<file path="src/rtl/spi_frame_loader_if.sv">
`default_nettype none
// ============================================================================
// Module   : spi_frame_loader_if
// Brief    : SPI pins, frame-buffer bus and status/debug outputs of the loader.
// Revision : 1.0 - initial release
// ============================================================================
interface spi_frame_loader_if #(
    parameter int ADDR_W = 12,
    parameter int PIX_W  = 8
);
    logic              SPI_CLK;
    logic              SPI_MOSI;
    logic              SPI_CS;
    logic              SPI_MISO;
    logic              data_valid;
    logic [ADDR_W-1:0] mem_addr;
    logic              mem_wr_en;
    logic [PIX_W-1:0]  mem_wdata;
    logic [PIX_W-1:0]  mem_rdata;
    logic              frame_loaded;
    logic              err;
    logic [7:0]        first_byte;
    logic [7:0]        last_byte;
    logic [7:0]        curr_byte;

    modport master (
        output SPI_CLK, SPI_MOSI, SPI_CS, mem_rdata,
        input  SPI_MISO, data_valid, mem_addr, mem_wr_en, mem_wdata,
        input  frame_loaded, err, first_byte, last_byte, curr_byte
    );

    modport slave (
        input  SPI_CLK, SPI_MOSI, SPI_CS, mem_rdata,
        output SPI_MISO, data_valid, mem_addr, mem_wr_en, mem_wdata,
        output frame_loaded, err, first_byte, last_byte, curr_byte
    );
endinterface
`default_nettype wire

</file>
<file path="src/rtl/spi_frame_loader.sv">
`default_nettype none
// ============================================================================
// Module   : spi_frame_loader
// Brief    : SPI mode-0 slave that loads a frame buffer and reads it back.
// Revision : 1.0 - initial release
// ============================================================================
module spi_frame_loader #(
    parameter int IMAGEX   = 64,
    parameter int IMAGEY   = 64,
    parameter int CHANNELS = 1
) (
    input  logic            clk,
    input  logic            rst,
    spi_frame_loader_if.slave bus
);
    localparam int IMAGE_SIZE = IMAGEX * IMAGEY;
    localparam int ADDR_W     = $clog2(IMAGE_SIZE);
    localparam int PIX_W      = 8 * CHANNELS;
    localparam int CNT_W      = ADDR_W + 1;
    localparam int BIT_W      = $clog2(PIX_W + 1);

    localparam logic [CNT_W-1:0]  C_PIX_TOTAL = CNT_W'(IMAGE_SIZE);
    localparam logic [CNT_W-1:0]  C_PIX_LAST  = CNT_W'(IMAGE_SIZE - 1);
    localparam logic [ADDR_W-1:0] C_ADDR_LAST = ADDR_W'(IMAGE_SIZE - 1);
    localparam logic [1:0]        C_CH_LAST   = 2'(CHANNELS - 1);
    localparam logic [BIT_W-1:0]  C_PIX_BITS  = BIT_W'(PIX_W);
    localparam logic [7:0]        C_CMD_LOAD  = 8'h01;
    localparam logic [7:0]        C_CMD_READ  = 8'h02;

    localparam logic [2:0] ST_IDLE     = 3'd0;
    localparam logic [2:0] ST_CMD      = 3'd1;
    localparam logic [2:0] ST_LOAD     = 3'd2;
    localparam logic [2:0] ST_READBACK = 3'd3;
    localparam logic [2:0] ST_DRAIN    = 3'd4;

    logic [2:0]        state_q, state_d;
    logic [1:0]        sclk_sync_q, mosi_sync_q, cs_sync_q;
    logic              sclk_prev_q, cs_prev_q;
    logic [2:0]        bit_cnt_q;
    logic [6:0]        rx_sh_q;
    logic [7:0]        rx_byte_q;
    logic              byte_done_q;
    logic [1:0]        byte_cnt_q;
    logic [CNT_W-1:0]  pix_cnt_q;
    logic [ADDR_W-1:0] addr_q;
    logic              wr_en_q;
    logic [PIX_W-1:0]  wdata_q;
    logic              rd_req_q, rd_cap_q;
    logic [PIX_W-1:0]  rd_buf_q, tx_sh_q;
    logic [BIT_W-1:0]  tx_bits_q;
    logic [CNT_W-1:0]  tx_pix_q;
    logic              miso_q, dv_q;
    logic              frame_loaded_q, err_q;
    logic              first_pend_q;
    logic [7:0]        first_byte_q, last_byte_q, curr_byte_q;

    logic              w_sclk_rise, w_sclk_fall, w_cs_rise, w_cs_fall;
    logic              w_byte_load, w_pix_done, w_last_wr, w_load_full;
    logic [PIX_W-1:0]  w_pix_next;

    assign w_sclk_rise = sclk_sync_q[1] & ~sclk_prev_q;
    assign w_sclk_fall = ~sclk_sync_q[1] & sclk_prev_q;
    assign w_cs_rise   = cs_sync_q[1] & ~cs_prev_q;
    assign w_cs_fall   = ~cs_sync_q[1] & cs_prev_q;

    assign w_byte_load = (state_q == ST_LOAD) && byte_done_q && (pix_cnt_q != C_PIX_TOTAL);
    assign w_pix_done  = w_byte_load && (byte_cnt_q == C_CH_LAST);
    assign w_last_wr   = wr_en_q && (addr_q == C_ADDR_LAST);
    // A frame counts as complete even if CS rises in the same clk as its last write.
    assign w_load_full = (pix_cnt_q == C_PIX_TOTAL) || (w_pix_done && (pix_cnt_q == C_PIX_LAST));

    generate
        if (CHANNELS == 1) begin : g_pix_single
            assign w_pix_next = rx_byte_q;
        end else begin : g_pix_multi
            logic [PIX_W-9:0] pix_q;
            always_ff @(posedge clk) begin
                if (rst) begin
                    pix_q <= '0;
                end else if (w_byte_load) begin
                    pix_q <= w_pix_next[PIX_W-9:0];
                end
            end
            assign w_pix_next = {pix_q, rx_byte_q};
        end
    endgenerate

    // CS sync resets low so a transaction already in flight at reset release is not re-armed.
    always_ff @(posedge clk) begin
        if (rst) begin
            sclk_sync_q <= '0;
            mosi_sync_q <= '0;
            cs_sync_q   <= '0;
            sclk_prev_q <= 1'b0;
            cs_prev_q   <= 1'b0;
        end else begin
            sclk_sync_q <= {sclk_sync_q[0], bus.SPI_CLK};
            mosi_sync_q <= {mosi_sync_q[0], bus.SPI_MOSI};
            cs_sync_q   <= {cs_sync_q[0], bus.SPI_CS};
            sclk_prev_q <= sclk_sync_q[1];
            cs_prev_q   <= cs_sync_q[1];
        end
    end

    always_ff @(posedge clk) begin
        if (rst) begin
            bit_cnt_q   <= '0;
            rx_sh_q     <= '0;
            rx_byte_q   <= '0;
            byte_done_q <= 1'b0;
        end else begin
            byte_done_q <= 1'b0;
            if ((state_q == ST_IDLE) || cs_sync_q[1]) begin
                bit_cnt_q <= '0;
            end else if (w_sclk_rise) begin
                rx_sh_q   <= {rx_sh_q[5:0], mosi_sync_q[1]};
                bit_cnt_q <= bit_cnt_q + 3'd1;
                if (bit_cnt_q == 3'd7) begin
                    rx_byte_q   <= {rx_sh_q, mosi_sync_q[1]};
                    byte_done_q <= 1'b1;
                end
            end
        end
    end

    always_comb begin
        state_d = state_q;
        case (state_q)
            ST_IDLE: begin
                if (w_cs_fall) state_d = ST_CMD;
            end
            ST_CMD: begin
                if (byte_done_q) begin
                    if (rx_byte_q == C_CMD_LOAD)      state_d = ST_LOAD;
                    else if (rx_byte_q == C_CMD_READ) state_d = ST_READBACK;
                    else                              state_d = ST_DRAIN;
                end
            end
            ST_LOAD: begin
                if (w_last_wr) state_d = ST_DRAIN;
            end
            ST_READBACK, ST_DRAIN: begin
                state_d = state_q;
            end
            default: begin
                state_d = ST_IDLE;
            end
        endcase
        if (w_cs_rise) state_d = ST_IDLE;
    end

    always_ff @(posedge clk) begin
        if (rst) begin
            state_q        <= ST_IDLE;
            byte_cnt_q     <= '0;
            pix_cnt_q      <= '0;
            addr_q         <= '0;
            wr_en_q        <= 1'b0;
            wdata_q        <= '0;
            rd_req_q       <= 1'b0;
            rd_cap_q       <= 1'b0;
            rd_buf_q       <= '0;
            tx_sh_q        <= '0;
            tx_bits_q      <= '0;
            tx_pix_q       <= '0;
            miso_q         <= 1'b0;
            dv_q           <= 1'b0;
            frame_loaded_q <= 1'b0;
            err_q          <= 1'b0;
            first_pend_q   <= 1'b0;
            first_byte_q   <= '0;
            last_byte_q    <= '0;
            curr_byte_q    <= '0;
        end else begin
            state_q  <= state_d;
            wr_en_q  <= 1'b0;
            rd_req_q <= 1'b0;
            rd_cap_q <= rd_req_q;
            if (rd_cap_q) rd_buf_q <= bus.mem_rdata;
            if (w_last_wr) frame_loaded_q <= 1'b1;

            if (byte_done_q) curr_byte_q <= rx_byte_q;
            if ((state_q == ST_IDLE) && w_cs_fall) begin
                first_pend_q <= 1'b1;
            end else if (byte_done_q && first_pend_q) begin
                first_byte_q <= rx_byte_q;
                first_pend_q <= 1'b0;
            end
            if (w_cs_rise && (state_q != ST_IDLE)) begin
                last_byte_q <= byte_done_q ? rx_byte_q : curr_byte_q;
            end

            if (state_q != ST_READBACK) begin
                miso_q <= 1'b0;
                dv_q   <= 1'b0;
            end

            case (state_q)
                ST_CMD: begin
                    if (byte_done_q) begin
                        if (rx_byte_q == C_CMD_LOAD) begin
                            pix_cnt_q      <= '0;
                            byte_cnt_q     <= '0;
                            frame_loaded_q <= 1'b0;
                        end else if (rx_byte_q == C_CMD_READ) begin
                            addr_q    <= '0;
                            rd_req_q  <= 1'b1;
                            tx_pix_q  <= '0;
                            tx_bits_q <= '0;
                        end else begin
                            err_q <= 1'b1;
                        end
                    end
                end
                ST_LOAD: begin
                    if (w_byte_load) begin
                        if (w_pix_done) begin
                            byte_cnt_q <= '0;
                            wr_en_q    <= 1'b1;
                            wdata_q    <= w_pix_next;
                            addr_q     <= pix_cnt_q[ADDR_W-1:0];
                            pix_cnt_q  <= pix_cnt_q + CNT_W'(1);
                        end else begin
                            byte_cnt_q <= byte_cnt_q + 2'd1;
                        end
                    end
                    if (w_cs_rise && !w_load_full) err_q <= 1'b1;
                end
                ST_READBACK: begin
                    if (w_cs_rise) begin
                        miso_q <= 1'b0;
                        dv_q   <= 1'b0;
                    end else if (w_sclk_fall) begin
                        if (tx_bits_q != '0) begin
                            miso_q    <= tx_sh_q[PIX_W-1];
                            tx_sh_q   <= tx_sh_q << 1;
                            tx_bits_q <= tx_bits_q - BIT_W'(1);
                        end else if (tx_pix_q != C_PIX_TOTAL) begin
                            // Pixel boundary: present the prefetched word and fetch the next one.
                            miso_q    <= rd_buf_q[PIX_W-1];
                            tx_sh_q   <= rd_buf_q << 1;
                            tx_bits_q <= C_PIX_BITS - BIT_W'(1);
                            tx_pix_q  <= tx_pix_q + CNT_W'(1);
                            dv_q      <= 1'b1;
                            if (tx_pix_q != C_PIX_LAST) begin
                                addr_q   <= addr_q + ADDR_W'(1);
                                rd_req_q <= 1'b1;
                            end
                        end else begin
                            miso_q <= 1'b0;
                            dv_q   <= 1'b0;
                        end
                    end
                end
                ST_DRAIN: begin
                    if (byte_done_q && frame_loaded_q) err_q <= 1'b1;
                end
                default: begin
                end
            endcase
        end
    end

    assign bus.SPI_MISO     = miso_q;
    assign bus.data_valid   = dv_q;
    assign bus.mem_addr     = addr_q;
    assign bus.mem_wr_en    = wr_en_q;
    assign bus.mem_wdata    = wdata_q;
    assign bus.frame_loaded = frame_loaded_q;
    assign bus.err          = err_q;
    assign bus.first_byte   = first_byte_q;
    assign bus.last_byte    = last_byte_q;
    assign bus.curr_byte    = curr_byte_q;
endmodule
`default_nettype wire
</file>
<file path="src/flat_wrapper.sv">
// flat-port wrapper written by rule: the top's interface ports become plain ports
module spi_frame_loader_flat 
#(
    parameter int IMAGEX   = 64,
    parameter int IMAGEY   = 64,
    parameter int CHANNELS = 1
)
  (clk, rst, bus_SPI_CLK, bus_SPI_MOSI, bus_SPI_CS, bus_mem_rdata, bus_SPI_MISO, bus_data_valid, bus_mem_addr, bus_mem_wr_en, bus_mem_wdata, bus_frame_loaded, bus_err, bus_first_byte, bus_last_byte, bus_curr_byte);
  spi_frame_loader_if bus_i ();
  input  logic clk;
  input  logic rst;
  input wire logic [$bits(bus_i.SPI_CLK)-1:0] bus_SPI_CLK;
  input wire logic [$bits(bus_i.SPI_MOSI)-1:0] bus_SPI_MOSI;
  input wire logic [$bits(bus_i.SPI_CS)-1:0] bus_SPI_CS;
  input wire logic [$bits(bus_i.mem_rdata)-1:0] bus_mem_rdata;
  output wire logic [$bits(bus_i.SPI_MISO)-1:0] bus_SPI_MISO;
  output wire logic [$bits(bus_i.data_valid)-1:0] bus_data_valid;
  output wire logic [$bits(bus_i.mem_addr)-1:0] bus_mem_addr;
  output wire logic [$bits(bus_i.mem_wr_en)-1:0] bus_mem_wr_en;
  output wire logic [$bits(bus_i.mem_wdata)-1:0] bus_mem_wdata;
  output wire logic [$bits(bus_i.frame_loaded)-1:0] bus_frame_loaded;
  output wire logic [$bits(bus_i.err)-1:0] bus_err;
  output wire logic [$bits(bus_i.first_byte)-1:0] bus_first_byte;
  output wire logic [$bits(bus_i.last_byte)-1:0] bus_last_byte;
  output wire logic [$bits(bus_i.curr_byte)-1:0] bus_curr_byte;
  assign bus_i.SPI_CLK = bus_SPI_CLK;
  assign bus_i.SPI_MOSI = bus_SPI_MOSI;
  assign bus_i.SPI_CS = bus_SPI_CS;
  assign bus_i.mem_rdata = bus_mem_rdata;
  assign bus_SPI_MISO = bus_i.SPI_MISO;
  assign bus_data_valid = bus_i.data_valid;
  assign bus_mem_addr = bus_i.mem_addr;
  assign bus_mem_wr_en = bus_i.mem_wr_en;
  assign bus_mem_wdata = bus_i.mem_wdata;
  assign bus_frame_loaded = bus_i.frame_loaded;
  assign bus_err = bus_i.err;
  assign bus_first_byte = bus_i.first_byte;
  assign bus_last_byte = bus_i.last_byte;
  assign bus_curr_byte = bus_i.curr_byte;
  spi_frame_loader #(.IMAGEX(IMAGEX), .IMAGEY(IMAGEY), .CHANNELS(CHANNELS)) u_core (.clk(clk), .rst(rst), .bus(bus_i));
endmodule
</file>
<file path="config.mk">
export PLATFORM = sky130hd
export DESIGN_NAME = spi_frame_loader_flat
export DESIGN_NICKNAME = d
export VERILOG_FILES = /design/src/rtl/spi_frame_loader_if.sv /design/src/rtl/spi_frame_loader.sv /design/src/flat_wrapper.sv
export SDC_FILE = /design/constraint.sdc
export NUM_CORES = 1
export LEC_CHECK = 0
export ABC_CLOCK_PERIOD_IN_PS = 2300
export BUFFER_PORTS_ARGS = -buffer_cell sky130_fd_sc_hd__buf_2
export CORE_UTILIZATION = 50
export CTS_CLUSTER_DIAMETER = 60
export CTS_CLUSTER_SIZE = 8
export DETAILED_ROUTE_END_ITERATION = 16
export GPL_TIMING_DRIVEN = 0
export PLACE_DENSITY = 0.82
export SLEW_MARGIN = 40
export SYNTH_ARGS = -nofsm -noshare
export SYNTH_HDL_FRONTEND = slang
export SYNTH_SLANG_ARGS = --single-unit
</file>
<file path="constraint.sdc">
create_clock -name clk -period 2.3 [get_ports clk]
set_clock_uncertainty 0.2 [all_clocks]
set_input_delay 0.115 -clock clk [delete_from_list [all_inputs] [get_ports clk]]
set_output_delay 0.115 -clock clk [all_outputs]
set_load 0.01 [all_outputs]
</file>
==> results of run 1 <==
==> routing by layer <==
metal / vias to the layer above / part of all wire [%]
met3: 60 / 7.1
li1: 2647 / -
met5: - / 0
met4: 0 / 3.5
met1: 2769 / 40
met2: 288 / 49
==> cell usage in the layout, fill, tap and decap left out, types with 6 or more instances in the layout <==
master           n
dfxtp_1        108
nor2_1          77
buf_2           64
mux2i_1         52
nand2_1         39
a21oi_1         37
buf_4           24
o21ai_0         21
nand3_1         20
clkbuf_1        19
inv_1           18
clkbuf_16       17
nor2b_1         16
nand4_1         13
or4_1           13
dfxtp_4         12
a211oi_1        11
dlygate4sd3_1   11
buf_6            9
dfxtp_2          9
nand2b_1         8
a21oi_2          8
o31ai_1          8
a311oi_1         8
nor3_1           7
a31oi_1          7
ha_1             7
or4_4            6
or3_1            6
==> metrics by stage <==
stage	utilization [%]	hold slack [ns]	instance area [µm²]	worst slack (ns)	total power, mW
5_1_grt	68.2	0.117	7790	-0.133	5.62
6_report	68.2	0.102	7790	-0.106	5.49
3_5_place_dp	55.5	0.130	6340	-0.522	2.52
2_1_floorplan	-	0.0432	5860	0.00980	2.45
3_3_place_gp	55.5	0.127	6330	-0.396	2.51
4_1_cts	64.4	0.0401	7350	-0.0603	5.46
==> worst min path at each step <==
stage                             from  slack, ns  cells past startpoint                       to
after floorplan             bus_SPI_CS       0.04                      1      u_core.cs_sync_q[0]
after global placement    bus_SPI_MOSI       0.13                      2    u_core.mosi_sync_q[0]
after detailed placement    bus_SPI_CS       0.13                      2      u_core.cs_sync_q[0]
after CTS                          rst       0.04                      4  u_core.bus.mem_addr[10]
after global routing               rst       0.12                      4  u_core.bus.mem_addr[10]
final                              rst       0.10                      4  u_core.bus.mem_addr[10]
==> power breakdown <==
group          total [mW]  switching (mW)  internal (mW)
logic               0.247           0.144          0.103
registers            2.27          0.0269           2.24
clock network        2.97            1.06           1.91
total                5.49            1.23           4.26
==> worst min-delay path: stages <==
cell and delay, ns:
clkbuf_1 0.23, nor2b_1 0.18, o21ai_1 0.09, o31ai_2 0.06
==> synthesized netlist by cell type, types with 2 or more instances <==
cell type,number,share of area [%]
nor4_1,8,0.86
a21o_1,3,0.39
dfxtp_1,129,44
buf_6,2,0.39
nor2b_1,19,2.0
o21ai_0,22,1.9
and2_1,4,0.43
a21oi_1,45,3.9
or3_1,6,0.64
nand2b_1,8,0.86
a311oi_1,10,1.5
a31oi_1,7,0.75
nor3_1,11,0.94
nor2_1,79,5.1
inv_1,20,1.3
ha_1,9,1.9
nand3b_1,2,0.26
nand2_1,40,2.6
xor2_1,4,0.60
clkbuf_2,2,0.17
or4_1,19,2.4
mux2i_1,52,8.9
a41oi_1,4,0.60
nor3b_1,4,0.51
nand4_1,13,1.4
and3_1,5,0.54
nor4b_1,4,0.60
a41o_1,2,0.34
a211oi_1,14,1.8
o31ai_1,17,2.2
a2bb2oi_1,2,0.30
nand3_1,21,1.8
a22oi_1,5,0.64
a32o_1,4,0.69
o21a_1,2,0.26
buf_2,7,0.60
clkbuf_1,28,1.8
buf_1,2,0.13
==> registers in the layout (all words and copies together), names as in the netlist, 8 cells and up <==
| name | count |
|---|---|
| u_core.rd_buf_q | 8 |
| u_core.bus.last_byte | 8 |
| u_core.bus.curr_byte | 8 |
| u_core.bus.mem_addr | 12 |
| u_core.tx_pix_q | 13 |
| u_core.bus.mem_wdata | 8 |
| u_core.pix_cnt_q | 13 |
| u_core.bus.first_byte | 8 |
| u_core.rx_byte_q | 8 |
==> timing repair <==
| action | in CTS | in global routing |
|---|---|---|
| hold buffers | 11 | 0 |
| cloned | 1 | 0 |
| pin swaps | 17 | 20 |
| endpoints found under the hold margin | 11 | 0 |
| setup endpoints to repair | 64 | 67 |
| setup buffers | 13 | 14 |
| gates resized for setup | 55 | 92 |
==> cell type report <==
type / count / area (µm²) / area share [%]
flip-flops and latches: 129 / 2640 / 33.9
clock inverters: 11 / 176 / 2.26
inverters: 20 / 75.1 / 0.964
plain buffers: 41 / 248 / 3.18
multi-input cells: 466 / 3370 / 43.3
well taps: 143 / 179 / 2.30
repair buffers: 98 / 628 / 8.06
clock buffers: 21 / 470 / 6.04
==> cells by family after synthesis <==
| family | Yosys count | share of synthesized area, % |
|---|---|---|
| adders and majority gates | 9 | 1.93 |
| muxes | 52 | 8.92 |
| AOI/OAI and AO/OA | 148 | 17.2 |
| DFF | 129 | 44.2 |
| buffers and inverters | 61 | 4.37 |
| and+or+nand+nor | 252 | 22.6 |
| xor gates and xnor gates | 5 | 0.750 |
==> run_results.csv, run 1 <==
group,metric,value,unit
place,place_congestion,0.872,
layout,instances_no_fill,929,
critical_path,critPathKind,"reg2reg",
cts,cts_inserted_buffers,17,
layout,nFillCells,844,
layout,drive_gt1_share,28.6,%
grt,grt_antenna_before_repair,0,
critical_path,cp_slowest_cell,"or4b_1",
drt,firstDrtPassIters,5,
drt,num_vias,5764,
grt,globalRouteMet3Util,8.00,%
critical_path,r2r_setup_slack,-0.11,ns
critical_path,critical_path_required,2.46,ns
timing,hold_violations,0,
timing,max_slew_margin,50.9,%
critical_path,critPathLaunchType,"flip-flop",
place,dp_hpwl,11200,µm
critical_path,cp_num_buf_inv,2,
drt,vias_per_cell,6.20,
layout,fin_nets,795,
grt,top_usage_layer,"met2",
outcome,status,"finished with violations",
timing,drv_slew,0,
critical_path,cp.arrival,2.56,ns
critical_path,end_kind,"flip-flop",
timing,rsz0062_at_grt,"true",
timing,period_share,105,%
logic_synthesis,syn_inst,656,
layout,num_antenna_cells,0,
timing,setup_violations,15,
timing,fin_ws,-0.106,ns
floorplan,die-area,0.0121,mm²
drt,routed_wl,18000,µm
timing,period_minus_slack,2.41,ns
grt,use_met1,35.4,%
logic_synthesis,synth_nets,678,
critical_path,worst_r2r_startpoint,"u_core.tx_bits_q[0]",
min_path,hold_class,"in2reg",
cts,root_buffer,"clkbuf_16",
power,vdd_ir_drop_max,0.665,mV
layout,area_growth,33.4,%
grt,grt_pass1_vias,5390,
logic_synthesis,ys_seq_elements,129,
logic_synthesis,syn-mean-instance-area,8.90,µm²
drt,drc,0,
floorplan,fp-row-count,39,
grt,grt-ovfl-total,0,
grt,grtUsageTotal,29.4,%
floorplan,coreArea,0.0114,mm²
critical_path,r2r_end,"u_core.tx_pix_q[11]",
flow_run,drv_cap,0,
cts,clkSlewWorstSetupHoldPaths,0.06,ns
cts,cts_tree,"yes",
cts,htreeDepth,4,
grt,grt_max_degree,17,
timing,worst_pin_slew,0.737,ns
drt,drt_first_iter_violations,541,
critical_path,ff2ff_path_depth,8,
power,p_per_area,705,mW/mm²
drt,ant_nets,0,
logic_synthesis,syn_area,0.00584,mm²
logic_synthesis,ys_types,59,
outcome,violations,"setup timing",
logic_synthesis,ys.flop_type,"dfxtp_1",
critical_path,crit_family,"simple AND/OR/NAND/NOR gates",
cts,clockBufferDepth,2,
logic_synthesis,synth_async_sr_flop_share,0,%
critical_path,cp_max_fo,5,
floorplan,die_x,110,µm
floorplan,initial_utilization,51.1,%
critical_path,worstSetupPathDepth,8,
logic_synthesis,yosysSeqAreaShare,44.2,%
timing,max_freq,416,MHz
place,dp_cells,859,
critical_path,crit_start,"u_core.tx_bits_q[0]",
cts,clock_latency,0.43,ns
place,numPortBuffers,60,
critical_path,crit_end,"u_core.tx_pix_q[11]",
floorplan,pin_count,62,
critical_path,worstPathCellList,"inv_2, ha_4, or3b_4, a31oi_4, o221ai_4, buf_6, or4b_1, a21oi_1",
critical_path,slowest_delay,0.52,ns
drt,wl_per_cell,19.3,µm
cts,cts_sinks,129,
timing,setup_tns,-0.696,ns
grt,grt_pass1_wl,27000,µm
grt,grt_use_met2,49.2,%
logic_synthesis,synth-edff-count,0,
power,power.leakage,2.85,nW
floorplan,die_y,110,µm
logic_synthesis,ys_warn_count,0,
No activity file was read; power rests on OpenSTA's default activity.
==> inputs of run 2 (changes only) <==
--- a/config.mk
+++ b/config.mk
@@ -5,14 +5,15 @@
 export SDC_FILE = /design/constraint.sdc
 export NUM_CORES = 1
 export LEC_CHECK = 0
-export ABC_CLOCK_PERIOD_IN_PS = 2300
+export ABC_CLOCK_PERIOD_IN_PS = 2500
 export BUFFER_PORTS_ARGS = -buffer_cell sky130_fd_sc_hd__buf_2
 export CORE_UTILIZATION = 50
+export CTS_BUF_LIST = sky130_fd_sc_hd__clkbuf_8 sky130_fd_sc_hd__clkbuf_16
 export CTS_CLUSTER_DIAMETER = 60
 export CTS_CLUSTER_SIZE = 8
 export DETAILED_ROUTE_END_ITERATION = 16
 export GPL_TIMING_DRIVEN = 0
-export PLACE_DENSITY = 0.82
+export PLACE_DENSITY = 0.8
 export SLEW_MARGIN = 40
 export SYNTH_ARGS = -nofsm -noshare
 export SYNTH_HDL_FRONTEND = slang
==> constraint.sdc (replaced) <==
create_clock -name clk -period 2.5 [get_ports clk]
set_clock_uncertainty 0.2 [all_clocks]
set_input_delay 0.125 -clock clk [delete_from_list [all_inputs] [get_ports clk]]
set_output_delay 0.125 -clock clk [all_outputs]
set_load 0.01 [all_outputs]
==> run 2 against run 1 <==
The flow now finishes without violations. Largest cell class unchanged. Critical path depth unchanged. Routed wire length decreased by 8.2%. Hold slack got worse by 0.057 ns. Sequential share of layout area increased by 2.1 points. First-iteration DRC count decreased by 5.5%. Cell area decreased by 7.2%.
==> run_results.csv, run 2 (synthesized netlist as in run 1, its figures left out) <==
group,metric,value,unit
outcome,status,"completed",
timing,max_freq,409,MHz
place,place_congestion,0.917,
min_path,min-delay-start,"rst",
timing,setup_violations,0,
power,internal-power,3.63,mW
timing,hold_slack,0.0449,ns
flow_run,drv_cap,0,
layout,area_growth,23.9,%
drt,ant_nets,0,
critical_path,critPathKind,"reg2reg",
power,power.leakage,2.62,nW
critical_path,crit_family,"simple AND/OR/NAND/NOR gates",
layout,nFillCells,960,
drt,drc,0,
drt,num_vias,5552,
floorplan,die_x,110,µm
min_path,hold_class,"in2reg",
critical_path,r2r_setup_slack,0.05,ns
power,p_sw_share,23.1,%
timing,max_slew_margin,41.3,%
critical_path,slowest_delay,0.52,ns
place,numPortBuffers,60,
floorplan,coreArea,0.0114,mm²
min_path,hold_end,"u_core.bus.mem_addr[10]",
grt,grt_pass1_wl,25600,µm
grt,grt_pass1_vias,5181,
cts,clkSlewWorstSetupHoldPaths,0.06,ns
timing,fin_ws,0.0533,ns
critical_path,ff2ff_path_depth,8,
timing,worst_pin_slew,0.876,ns
critical_path,cp_slowest_cell,"or4_1",
timing,period_share,97.9,%
floorplan,initial_utilization,51.1,%
critical_path,end_kind,"flip-flop",
drt,wl_per_cell,18.1,µm
timing,period_minus_slack,2.45,ns
layout,num_antenna_cells,0,
layout,drive_gt1_share,21.1,%
critical_path,r2r_end,"u_core.tx_pix_q[5]",
power,pwr-share-comb,4.2,%
critical_path,worstPathCellList,"inv_2, ha_4, or3b_4, a31oi_4, o221ai_4, buf_4, or4_1, a21oi_1",
power,pwr-share-clk,51.3,%
floorplan,fp-row-count,39,
critical_path,worst_r2r_startpoint,"u_core.tx_bits_q[0]",
min_path,holdPathStages,4,
critical_path,cp.arrival,2.60,ns
drt,routed_wl,16500,µm
place,post-place-ws,-0.240,ns
critical_path,critPathLaunchType,"flip-flop",
cts,clockBufferDepth,2,
critical_path,cp_num_buf_inv,2,
floorplan,die_y,110,µm
grt,grt_antenna_before_repair,0,
grt,grt-ovfl-total,0,
critical_path,cp_max_fo,4,
grt,grtUsageTotal,28.0,%
critical_path,critical_path_required,2.65,ns
place,dp_hpwl,10900,µm
timing,hold_violations,0,
drt,vias_per_cell,6.09,
cts,clock_latency,0.42,ns
cts,root_buffer,"clkbuf_16",
cts,htreeDepth,4,
layout,final_cell_mix,"dfxtp_1 (116), nor2_1 (79), buf_2 (67)",
power,p_switching,1.09,mW
power,p_per_area,653,mW/mm²
cts,cts_tree,"yes",
drt,drt_first_iter_violations,511,
cts,cts_inserted_buffers,17,
floorplan,die-area,0.0121,mm²
power,vdd_ir_drop_max,0.569,mV
layout,layout_commonest_cell,"dfxtp_1",
floorplan,pin_count,62,
grt,grt_max_degree,17,
drt,firstDrtPassIters,5,
power,pwr-share-seq,44.5,%
timing,drv_slew,0,
layout,fin_nets,777,
cts,cts_sinks,129,
==> run 2: area by class of cell <==
type / count / area (µm²) / area share [%]
multi-input cells: 466 / 3120 / 43.2
flip-flops and latches: 129 / 2600 / 35.9
clock buffers: 21 / 480 / 6.64
repair buffers: 80 / 478 / 6.61
plain buffers: 41 / 193 / 2.66
well taps: 143 / 179 / 2.47
clock inverters: 11 / 104 / 1.44
inverters: 20 / 75.1 / 1.04
==> run 2: repair_timing <==
item                                    CTS  global route
pin swaps                                 2             8
hold buffers                             11             0
hold endpoints to repair                 11             0
endpoints found under the setup margin   41            53
gates resized for setup                   9            44
buffers inserted                          2             7
==> run 2: layer usage <==
layer | vias up | wire, µm | global-route usage, %
met3 | 36 | 1400 | 8.58
met5 | - | 0 | 0
met4 | 0 | 343 | 10.8
met1 | 2644 | 7010 | 35.0
li1 | 2617 | - | -
met2 | 255 | 7730 | 45.1
==> run 2: worst max-delay path by stage <==
stage,start,end,slack (ns),cells after the start
3_3_place_gp,u_core.tx_bits_q[0],u_core.tx_sh_q[4],-0.18,8
3_5_place_dp,u_core.tx_bits_q[0],u_core.tx_sh_q[4],-0.24,8
2_1_floorplan,u_core.tx_bits_q[0],u_core.tx_pix_q[10],0.13,8
5_1_grt,u_core.tx_bits_q[0],u_core.bus.mem_addr[6],-0.03,9
4_1_cts,u_core.tx_pix_q[0],u_core.tx_sh_q[4],0.02,7
6_report,u_core.tx_bits_q[0],u_core.tx_pix_q[5],0.05,8
==> run 2: stage by stage <==
stage | cells | cell area, µm² | util [%] | TNS (ns) | power [mW]
6_report | 911 | 7230 | 63.3 | 0 | 4.72
4_1_cts | 904 | 7070 | 61.9 | 0 | 4.72
3_3_place_gp | 859 | 6320 | 55.3 | -1.80 | 2.31
3_5_place_dp | 859 | 6320 | 55.4 | -3.19 | 2.32
2_1_floorplan | 656 | 5840 | - | 0 | 2.25
5_1_grt | 911 | 7230 | 63.3 | -0.109 | 4.85
==> run 2: worst min-delay path: cells and delay by family <==
kind                   cells  cell delay [ns]
AND/OR/NAND/NOR            1             0.15
AO/OA/AOI/OAI              2             0.15
buffers and inverters      1             0.20
==> run 2: power groups by stage <==
stage | Sequential [mW] | Clock, mW | Combinational (mW)
floorplan | 2.14 | 0 | 0.111
global placement | 2.14 | 0 | 0.168
detailed placement | 2.14 | 0 | 0.173
CTS | 2.10 | 2.43 | 0.187
global route | 2.10 | 2.53 | 0.217
finish | 2.10 | 2.42 | 0.198
==> inputs of run 3 (changes only) <==
--- a/config.mk
+++ b/config.mk
@@ -5,7 +5,7 @@
 export SDC_FILE = /design/constraint.sdc
 export NUM_CORES = 1
 export LEC_CHECK = 0
-export ABC_CLOCK_PERIOD_IN_PS = 2500
+export ABC_CLOCK_PERIOD_IN_PS = 3200
 export BUFFER_PORTS_ARGS = -buffer_cell sky130_fd_sc_hd__buf_2
 export CORE_UTILIZATION = 50
 export CTS_BUF_LIST = sky130_fd_sc_hd__clkbuf_8 sky130_fd_sc_hd__clkbuf_16
==> constraint.sdc (replaced) <==
create_clock -name clk -period 3.2 [get_ports clk]
set_clock_uncertainty 0.2 [all_clocks]
set_input_delay 0.16 -clock clk [delete_from_list [all_inputs] [get_ports clk]]
set_output_delay 0.16 -clock clk [all_outputs]
set_load 0.01 [all_outputs]
==> run 3 against run 2 <==
Core utilization decreased by 1.9 points. Combinational power decreased by 25%. Die area unchanged. Critical endpoint is now u_core.tx_sh_q[4]. Final cell count decreased by 0.99%. Largest power group unchanged. Setup slack improved by 0.30 ns. Clock power decreased by 22%. Flip-flop and latch count unchanged. Largest cell class unchanged. Hold slack improved by 0.022 ns. Maximum frequency decreased by 14%. Critical path depth unchanged. Routed wire length decreased by 3.2%.
==> run_results.csv, run 3 (synthesized netlist as in run 1, its figures left out) <==
group,metric,value,unit
critical_path,r2r_end,"u_core.tx_sh_q[4]",
cts,cts_inserted_buffers,17,
cts,clkSlewWorstSetupHoldPaths,0.06,ns
critical_path,cp.arrival,2.96,ns
timing,rsz0062_at_grt,"false",
floorplan,fp-row-count,39,
floorplan,die_y,110,µm
drt,drc,0,
min_path,min-delay-start,"rst",
floorplan,die_x,110,µm
power,power.total,3.67,mW
critical_path,critPathLaunchType,"flip-flop",
critical_path,crit_family,"buffers and inverters",
timing,period_minus_slack,2.84,ns
critical_path,cp_slowest_cell,"clkbuf_1",
cts,cts_tree,"yes",
drt,drt_first_iter_violations,453,
critical_path,r2r_setup_slack,0.36,ns
cts,clockBufferDepth,2,
layout,fin_nets,768,
grt,grt_antenna_before_repair,0,
drt,firstDrtPassIters,5,
layout,area_growth,20.2,%
drt,wl_per_cell,17.7,µm
timing,setup_tns,0,ns
layout,final_cell_mix,"dfxtp_1 (129), nor2_1 (79), buf_2 (67)",
timing,period_share,88.9,%
grt,grt_max_degree,17,
floorplan,coreArea,0.0114,mm²
min_path,hold_end,"u_core.bus.mem_addr[10]",
grt,grt_pass1_wl,25400,µm
critical_path,worstPathCellList,"inv_1, ha_1, or3b_1, clkbuf_1, o2111a_1, clkbuf_1, nor2_1, a311oi_1",
critical_path,slowest_delay,0.49,ns
critical_path,cpMostUsedCell,"clkbuf_1",
critical_path,cp_max_fo,10,
layout,fin_util,61.5,%
layout,num_antenna_cells,0,
layout,layout_commonest_cell,"dfxtp_1",
timing,worst_pin_slew,0.828,ns
place,place_congestion,0.917,
place,numPortBuffers,60,
floorplan,pin_count,62,
power,power.leakage,2.53,nW
drt,routed_wl,16000,µm
timing,drv_slew,0,
critical_path,critical_path_required,3.31,ns
layout,drive_gt1_share,14.6,%
layout,seq_area,0.00258,mm²
place,post-place-ws,0.460,ns
power,vdd_ir_drop_max,0.444,mV
cts,root_buffer,"clkbuf_16",
timing,hold_slack,0.0669,ns
flow_run,drv_cap,0,
place,dp_hpwl,10900,µm
grt,grtUsageTotal,27.8,%
outcome,status,"completed",
grt,globalRouteMet3Util,8.64,%
grt,use_met1,34.7,%
floorplan,initial_utilization,51.1,%
cts,cts_sinks,129,
cts,htreeDepth,4,
grt,grt_pass1_vias,5182,
drt,vias_per_cell,6.05,
timing,max_freq,352,MHz
grt,grt-ovfl-total,0,
min_path,holdPathStages,4,
critical_path,worst_r2r_startpoint,"u_core.tx_bits_q[0]",
critical_path,end_kind,"flip-flop",
power,p_per_area,524,mW/mm²
timing,max_slew_margin,44.5,%
layout,multiInputGateArea,0.00301,mm²
timing,setup_violations,0,
critical_path,ff2ff_path_depth,8,
critical_path,cp_num_buf_inv,3,
grt,grt_use_met2,44.8,%
drt,ant_nets,0,
critical_path,critPathKind,"reg2reg",
grt,top_usage_layer,"met2",
cts,clock_latency,0.42,ns
drt,num_vias,5453,
floorplan,die-area,0.0121,mm²
timing,hold_violations,0,
timing,fin_ws,0.357,ns
layout,nFillCells,979,
min_path,hold_class,"in2reg",
-- run 3: changes by cell type in the layout (fill, tap and decap cells not counted), moves of 3 or more --
cell / before / now
a21oi_1: 42 / 45
a21oi_2: 3 / 0
clkbuf_1: 21 / 28
dfxtp_2: 13 / 0
clkbuf_2: 9 / 2
buf_4: 10 / 0
dfxtp_1: 116 / 129
-- run 3: worst max path at each step --
stage | from | end | slack (ns) | cells after the start
floorplan | u_core.tx_bits_q[0] | u_core.tx_pix_q[10] | 0.83 | 8
global placement | u_core.tx_bits_q[0] | u_core.tx_sh_q[4] | 0.52 | 8
detailed placement | u_core.tx_bits_q[0] | u_core.tx_sh_q[4] | 0.46 | 8
CTS | u_core.tx_pix_q[0] | u_core.tx_sh_q[4] | 0.40 | 7
global route | u_core.tx_pix_q[0] | u_core.tx_sh_q[4] | 0.1 | 7
finish | u_core.tx_bits_q[0] | u_core.tx_sh_q[4] | 0.36 | 8
-- run 3: metal layers --
metal	routed length (µm)	vias up
li1	-	2596
met1	6880	2615
met2	7530	225
met3	1320	17
met4	232	0
met5	0	-
-- run 3: through the flow --
step                cells  cell area, µm²
finish                902            7020
global route          902            7020
CTS                   902            7020
detailed placement    859            6320
global placement      859            6320
floorplan             656            5840
-- run 3: worst register-to-register path, cell delays in order, from the launching register on --
cell and delay, ns:
dfxtp_1 0.35, inv_1 0.07, ha_1 0.20, or3b_1 0.26, clkbuf_1 0.49, o2111a_1 0.45
clkbuf_1 0.37, nor2_1 0.07, a311oi_1 0.30
-- run 3: cell type report --
type | count | share of cell area [%]
Tap cell | 143 | 2.55
Timing Repair Buffer | 71 | 5.85
Clock inverter | 11 | 1.48
Multi-Input combinational cell | 466 | 42.8
Buffer | 41 | 2.57
Clock buffer | 21 | 6.85
Inverter | 20 | 1.07
Sequential cell | 129 | 36.8
-- run 3: where the power goes --
group	internal (mW)	switching (mW)	total, mW
registers	1.62	0.0179	1.64
clock network	1.15	0.734	1.89
logic	0.0575	0.0906	0.148
total	2.83	0.842	3.67
-- run 3: what timing repair did --
item                      in CTS  in global routing
gates resized for setup        0                  0
hold buffers                  11                  0
hold endpoints to repair      11                  0
buffers inserted               0                  0
